==> src/rtl/key_debounce_events_if.sv <==
// Pushbutton conditioning signals between the board keys and the processor's button PIO.
// The slave side is the debouncer; the master side drives the raw keys and the sticky clears.
interface key_debounce_events_if #(
  parameter int NUM_KEYS = 4
);
  logic [NUM_KEYS-1:0] key_n_in;
  logic [NUM_KEYS-1:0] key_n_out;
  logic [NUM_KEYS-1:0] press_pulse;
  logic [NUM_KEYS-1:0] release_pulse;
  logic [NUM_KEYS-1:0] long_pulse;
  logic [NUM_KEYS-1:0] press_sticky;
  logic [NUM_KEYS-1:0] sticky_clr;

  modport master (
    output key_n_in,
    output sticky_clr,
    input  key_n_out,
    input  press_pulse,
    input  release_pulse,
    input  long_pulse,
    input  press_sticky
  );

  modport slave (
    input  key_n_in,
    input  sticky_clr,
    output key_n_out,
    output press_pulse,
    output release_pulse,
    output long_pulse,
    output press_sticky
  );
endinterface

==> src/rtl/key_debounce_events.sv <==
// Per-key synchronizer, counter debounce FSM, press/release/long strobes and sticky press flags.
//
//   state      | meaning
//   -----------+------------------------------------------------------------
//   ST_UP      | released and stable; key_n_out = 1
//   ST_DB_DOWN | low seen while released; counting stable-low cycles
//   ST_DOWN    | press accepted; key_n_out = 0; hold_cnt runs toward long press
//   ST_DB_UP   | high seen while pressed; counting stable-high cycles
module key_debounce_events #(
  parameter int NUM_KEYS        = 4,
  parameter int DEBOUNCE_CYCLES = 1000000,
  parameter int LONG_CYCLES     = 50000000,
  parameter int CNT_W           = 26
) (
  input logic                  CLOCK_50,
  input logic                  reset,
  key_debounce_events_if.slave kif
);

  typedef enum logic [1:0] {
    ST_UP,
    ST_DB_DOWN,
    ST_DOWN,
    ST_DB_UP
  } state_t;

  localparam logic [CNT_W-1:0] DEB_LAST  = CNT_W'(DEBOUNCE_CYCLES - 1);
  localparam logic [CNT_W-1:0] LONG_LAST = CNT_W'(LONG_CYCLES - 1);
  localparam logic [CNT_W-1:0] CNT_ONE   = CNT_W'(1);

  logic [NUM_KEYS-1:0] sync_q1;
  logic [NUM_KEYS-1:0] key_sync;
  state_t              state    [NUM_KEYS];
  logic [CNT_W-1:0]    deb_cnt  [NUM_KEYS];
  logic [CNT_W-1:0]    hold_cnt [NUM_KEYS];
  logic [NUM_KEYS-1:0] long_fired;
  logic [NUM_KEYS-1:0] key_lvl;
  logic [NUM_KEYS-1:0] press_q;
  logic [NUM_KEYS-1:0] release_q;
  logic [NUM_KEYS-1:0] long_q;
  logic [NUM_KEYS-1:0] sticky_q;

  always_ff @(posedge CLOCK_50) begin
    if (reset) begin
      sync_q1    <= '1;
      key_sync   <= '1;
      long_fired <= '0;
      key_lvl    <= '1;
      press_q    <= '0;
      release_q  <= '0;
      long_q     <= '0;
      sticky_q   <= '0;
      for (int i = 0; i < NUM_KEYS; i++) begin
        state[i]    <= ST_UP;
        deb_cnt[i]  <= '0;
        hold_cnt[i] <= '0;
      end
    end else begin
      sync_q1   <= kif.key_n_in;
      key_sync  <= sync_q1;
      press_q   <= '0;
      release_q <= '0;
      long_q    <= '0;
      // A press on the same edge overrides the clear below.
      sticky_q  <= sticky_q & ~kif.sticky_clr;
      for (int i = 0; i < NUM_KEYS; i++) begin
        case (state[i])
          ST_UP: begin
            if (!key_sync[i]) begin
              state[i]   <= ST_DB_DOWN;
              deb_cnt[i] <= '0;
            end
          end
          ST_DB_DOWN: begin
            if (key_sync[i]) begin
              state[i] <= ST_UP;
            end else if (deb_cnt[i] == DEB_LAST) begin
              state[i]    <= ST_DOWN;
              key_lvl[i]  <= 1'b0;
              press_q[i]  <= 1'b1;
              sticky_q[i] <= 1'b1;
              hold_cnt[i] <= '0;
            end else begin
              deb_cnt[i] <= deb_cnt[i] + CNT_ONE;
            end
          end
          ST_DOWN: begin
            if (key_sync[i]) begin
              state[i]   <= ST_DB_UP;
              deb_cnt[i] <= '0;
            end else if (hold_cnt[i] == LONG_LAST && !long_fired[i]) begin
              long_q[i]     <= 1'b1;
              long_fired[i] <= 1'b1;
            end else if (hold_cnt[i] != LONG_LAST) begin
              hold_cnt[i] <= hold_cnt[i] + CNT_ONE;
            end
          end
          ST_DB_UP: begin
            // Returning to DOWN keeps hold_cnt and long_fired so a bounce cannot re-arm long press.
            if (!key_sync[i]) begin
              state[i] <= ST_DOWN;
            end else if (deb_cnt[i] == DEB_LAST) begin
              state[i]      <= ST_UP;
              key_lvl[i]    <= 1'b1;
              release_q[i]  <= 1'b1;
              long_fired[i] <= 1'b0;
            end else begin
              deb_cnt[i] <= deb_cnt[i] + CNT_ONE;
            end
          end
          default: state[i] <= ST_UP;
        endcase
      end
    end
  end

  assign kif.key_n_out     = key_lvl;
  assign kif.press_pulse   = press_q;
  assign kif.release_pulse = release_q;
  assign kif.long_pulse    = long_q;
  assign kif.press_sticky  = sticky_q;

endmodule

==> src/flat_wrapper.sv <==
// flat-port wrapper written by rule: the top's interface ports become plain ports
module key_debounce_events_flat 
#(
  parameter int NUM_KEYS        = 4,
  parameter int DEBOUNCE_CYCLES = 1000000,
  parameter int LONG_CYCLES     = 50000000,
  parameter int CNT_W           = 26
)
  (CLOCK_50, reset, kif_key_n_in, kif_sticky_clr, kif_key_n_out, kif_press_pulse, kif_release_pulse, kif_long_pulse, kif_press_sticky);
  key_debounce_events_if #(.NUM_KEYS(NUM_KEYS)) kif_i ();
  input logic CLOCK_50;
  input logic reset;
  input wire logic [$bits(kif_i.key_n_in)-1:0] kif_key_n_in;
  input wire logic [$bits(kif_i.sticky_clr)-1:0] kif_sticky_clr;
  output wire logic [$bits(kif_i.key_n_out)-1:0] kif_key_n_out;
  output wire logic [$bits(kif_i.press_pulse)-1:0] kif_press_pulse;
  output wire logic [$bits(kif_i.release_pulse)-1:0] kif_release_pulse;
  output wire logic [$bits(kif_i.long_pulse)-1:0] kif_long_pulse;
  output wire logic [$bits(kif_i.press_sticky)-1:0] kif_press_sticky;
  assign kif_i.key_n_in = kif_key_n_in;
  assign kif_i.sticky_clr = kif_sticky_clr;
  assign kif_key_n_out = kif_i.key_n_out;
  assign kif_press_pulse = kif_i.press_pulse;
  assign kif_release_pulse = kif_i.release_pulse;
  assign kif_long_pulse = kif_i.long_pulse;
  assign kif_press_sticky = kif_i.press_sticky;
  key_debounce_events #(.NUM_KEYS(NUM_KEYS), .DEBOUNCE_CYCLES(DEBOUNCE_CYCLES), .LONG_CYCLES(LONG_CYCLES), .CNT_W(CNT_W)) u_core (.CLOCK_50(CLOCK_50), .reset(reset), .kif(kif_i));
endmodule
==> config.mk <==
export PLATFORM = sky130hd
export DESIGN_NAME = key_debounce_events_flat
export DESIGN_NICKNAME = d
export VERILOG_FILES = /design/src/rtl/key_debounce_events_if.sv /design/src/rtl/key_debounce_events.sv /design/src/flat_wrapper.sv
export SDC_FILE = /design/constraint.sdc
export NUM_CORES = 1
export LEC_CHECK = 0
export ABC_CLOCK_PERIOD_IN_PS = 5300
export CAP_MARGIN = 10
export CORE_ASPECT_RATIO = 0.6
export CORE_MARGIN = 2
export CORE_UTILIZATION = 46
export DETAILED_ROUTE_END_ITERATION = 12
export GPL_TIMING_DRIVEN = 0
export RECOVER_POWER = 100
export SYNTH_ARGS = -nofsm -noshare
export SYNTH_HDL_FRONTEND = slang
export SYNTH_SLANG_ARGS = --single-unit
==> constraint.sdc <==
create_clock -name CLOCK_50 -period 5.3 [get_ports CLOCK_50]
set_clock_uncertainty 0.05 [all_clocks]
set_input_delay 1.06 -clock CLOCK_50 [delete_from_list [all_inputs] [get_ports CLOCK_50]]
set_output_delay 1.06 -clock CLOCK_50 [all_outputs]
set_load 0.005 [all_outputs]
=== After elaboration in Yosys (flattened, before gate mapping) ===
Memories as Yosys holds them, arrays and structs flattened.
Cells that the tools add are included.

* Output and inout bits: 20
* Word-level logic and storage cells: 416
* Memories kept: 3
* Bits in writable memories: 216
* Input bits: 10
* Flip-flop bits (word level): 32

{| class="wikitable"
|+ Memories
! memory !! words !! bits a word !! read ports !! clocked after memory_dff !! write ports !! RTL line !! source
|-
| u_core.deb_cnt || 4 || 26 || 4 || 0 || 4 || key_debounce_events.sv:34 || <nowiki>logic [CNT_W-1:0] deb_cnt [NUM_KEYS];</nowiki>
|-
| u_core.hold_cnt || 4 || 26 || 4 || 0 || 4 || key_debounce_events.sv:35 || <nowiki>logic [CNT_W-1:0] hold_cnt [NUM_KEYS];</nowiki>
|-
| u_core.state || 4 || 2 || 4 || 0 || 4 || key_debounce_events.sv:33 || <nowiki>state_t state [NUM_KEYS];</nowiki>
|}

* Add/subtract/negate cells: 8
* Reduce and logical (&&, ||, !) cells: 32
* Equal/unequal tests: 48
* Bitwise gates (word level): 54
* Mux-type cells: 254

{| class="wikitable"
|+ Operators by type and width
! kind !! number
|-
| 2-to-1 mux 26 bit || 24
|-
| adder 26 x 1 -> 26 bit, second input constant || 8
|-
| 2-to-1 mux 1 bit || 198
|-
| equality test 26 x 20 -> 1 bit, second input constant || 4
|-
| equality test 26 bit, second input constant || 4
|-
| inequality test 26 bit, second input constant || 4
|-
| 2-to-1 mux 2 bit || 24
|-
| OR 1 bit || 48
|-
| AND reduction 5 bit || 8
|-
| inequality test 2 x 1 -> 1 bit, second input constant || 16
|-
| equality test 2 bit, second input constant || 8
|-
| inequality test 2 bit, second input constant || 8
|-
| case mux 1 bit (2 select lines) || 8
|-
| nonzero test 2 bit || 8
|-
| OR reduction 3 bit || 4
|-
| equality test 2 x 1 -> 1 bit, second input constant || 4
|-
| zero test 2 bit || 4
|-
| bitwise AND 4 bit || 1
|-
| logical AND 1 bit || 4
|-
| zero test 1 bit || 4
|-
| inverter 1 bit || 4
|-
| inverter 4 bit || 1
|}

=== Longest topological paths before layout ===
* Depth in word-level cells: 10
* Depth in mapped cells: 7
* Mapped depth without buffers: 5

=== Worst setup path after synthesis ===
No wires, ideal clock.

* Kind: reg-to-reg
* Start point: mem u_core.deb_cnt[3][8]
* End point: mem u_core.hold_cnt[3][0], enable pin
* Arrival time: 4.402 ns
* Path buffers: 0
* Clock period less this slack: 4.953 ns
* Stages on the path, launching flop included: 5
* Library setup time: 0.501 ns
* Required time: 4.749 ns
* Setup slack: 0.347 ns
* Cells stage by stage: edfxtp_1 -> nor4b_1 -> nand2_1 -> or3_1 -> o311ai_0

{| class="wikitable"
|+ RTL lines
! item !! RTL line
|-
| from (decl) || key_debounce_events.sv:34
|-
| to (decl) || key_debounce_events.sv:35
|}

==> metrics.txt <==
Yosys top cell area share 0.4777; Max Fclk 228.2 MHz; # port buffers 29; failing checks max-capacitance violations, max-slew violations; Synth Area per Inst 10.19 um^2; fin crit period 4383 ps; clk sinks 248; Synth area leaders edfxtp_1, dfxtp_1, nor2_1; Final Max Tran Viols 37; Final period util 0.8269; Combinational Power Share 0.131; antenna-violating nets left 0; register area share after synthesis 0.5249; Data required, critical path 5270 ps; relative slew slack -0.2604; vias per inst 5.944; Synth top cells by count edfxtp_1, nor2_1, a21oi_1; Int Power 3.889 mW; total core area 28890 um^2; cell with the most instances after synthesis edfxtp_1; ys flop type edfxtp_1; WP buf/inv 2; Initial Utilization 0.4700; post-DP HPWL 22.32 mm; max incr delay on CP 1170 ps; DRC Markers 0; Mapped Cells 1333; drt initial violations 861; clock group share of total power 0.348; htree depth 1; post-synthesis register bit count 248; critical path startpoint category register; number of nets in the layout 1414; total CTS buffers 26; IO Pins 30; grt total ovfl 0; number of global-route vias before repair 9547; power per cell area 359.6 nW/um^2; Fin. Hold Viols 0; Chip Width 225.8 um; kind of critical path register to register; Post-CTS Resized 0; largest net degree at the start of global routing 27; initial antenna violation count 0; switching power 1.590 mW; warning count from the yosys run 0; Routed WL 31.69 mm; critical path arrival 4350 ps; via count 10800; RSZ-0062 raised after global routing false; area of the mapped netlist 13580 um^2; first-pass GRT wire length 51.54 mm; Peak supply drop 201.8 uV; clk slew on worst S/H paths 70 ps; root buffer cell clkbuf_16; die area 30950 um^2; Critical Path End Type register; # setup viols final 0; routability-driven placement congestion ratio 0.8058; detailed-route wire length per cell 17.45 um; Layout area overhead 12.23%; net count after synthesis 1351; CP Cell Sequence ha_1 > and4_1 > clkbuf_1 > nand2_1 > o31ai_1 > clkbuf_1 > nand2_1; cell taking the most area after synthesis edfxtp_1; Seq pwr share 0.521; cell family with most CP delay simple AND/OR/NAND/NOR gates; CP max-delay cell o31ai_1; first drt pass iteration count 5; fin area 15240 um^2; TritonCTS clock tree built; layout cells sized above 1 0.04661; row count 48; Netlist cell types 58; Pleak 4.547 nW; Max Cap Viol 4; GRT Util Overall 0.2064; fin util 0.5275; fraction of registers with async set/reset 0; worst-path fanout max 26; ANT cells 0; worst-case clock buffer depth 3; switch share 0.2902; hold buffers post-CTS 0; Die Y 137.1 um; EDFF count, synth 216; run status finished with violations; worst slew pin tran 1867 ps; hold crit path type register to register; placed cell area 14470 um^2; Skew-Pair Late Insertion Delay 540 ps; post-CTS setup buffers 0
-- final timing paths --
path | cells after the start | slack, ps | from | to
max | 7 | 920 | u_core.deb_cnt[2][0] | u_core.deb_cnt[2][19]
min reg2reg | 1 | 360 | u_core.sync_q1[3] | u_core.key_sync[3]
max reg2reg | 7 | 920 | u_core.deb_cnt[2][0] | u_core.deb_cnt[2][19]
min | 1 | 360 | u_core.sync_q1[3] | u_core.key_sync[3]
-- per-stage QoR --
step | hold WS (ps) | setup TNS (ps) | std cells | setup WS (ps) | power, mW
3_5_place_dp | 345.5 | 0 | 1768 | 682.6 | 3.621
3_3_place_gp | 346.0 | -71450 | 1762 | -1639 | 3.583
6_report | 359.6 | 0 | 1816 | 917.4 | 5.480
4_1_cts | 362.3 | 0 | 1816 | 1243 | 5.535
5_1_grt | 371.1 | 0 | 1816 | 519.0 | 5.736
2_1_floorplan | 339.5 | 0 | 1333 | 346.9 | 3.331
-- cells by family after synthesis --
| group | after synthesis | synth area share |
|---|---|---|
| XOR/XNOR | 107 | 0.06903 |
| adder cells (fa/ha/maj) | 8 | 0.007373 |
| AO/OA/AOI/OAI | 231 | 0.1053 |
| flip-flops | 248 | 0.5249 |
| buffers and inverters | 91 | 0.02682 |
| AND/OR/NAND/NOR | 648 | 0.2665 |
-- placed cells by master, fill, tap and decap left out, types with 34 or more instances in the layout --
master,instances
or3_1,60
nand3_1,66
edfxtp_1,216
o21ai_0,55
xnor2_1,55
or4_1,60
nand2_1,80
clkbuf_1,71
a21oi_1,88
nor2_1,133
o31ai_1,46
nand4_1,72
nor4_1,34
nor3_1,41
xor2_1,52
-- flip-flops by register name (all words and copies together) (netlist names) --
| signal | cells |
|---|---|
| u_core.hold_cnt | 104 |
| u_core.deb_cnt | 104 |
| u_core.kif.key_n_out | 4 |
| u_core.kif.press_pulse | 4 |
| u_core.kif.release_pulse | 4 |
| u_core.kif.long_pulse | 4 |
| u_core.kif.press_sticky | 4 |
| u_core.sync_q1 | 4 |
| u_core.state | 8 |
| u_core.key_sync | 4 |
| u_core.long_fired | 4 |
-- per-layer routing --
layer	wire (um)	global-route usage	vias up
met5	0	0	-
met4	423	0.03532	0
met1	17550	0.3539	5179
met2	12100	0.2646	267
li1	-	-	5321
met3	1609	0.03113	28
-- power by group through the flow --
stage                     combinational, mW  clock, mW  sequential, mW
final                                 0.716       1.91            2.86
after global routing                  0.808       2.03            2.90
after CTS                             0.749       1.95            2.84
after detailed placement              0.744          0            2.88
after global placement                0.698          0            2.89
after floorplan                       0.551          0            2.78
-- area by class of cell --
type / count / area [um^2]
sequential: 248 / 7127
timing repair buffer: 35 / 312.8
multi-input combinational: 994 / 6056
clock buffer: 41 / 832.0
fill: 2647 / 13650
tap: 400 / 500.5
clock inverter: 7 / 61.31
inverter: 28 / 105.1
buffer: 63 / 242.7
Note: power is estimated with default switching activity, not from simulation.
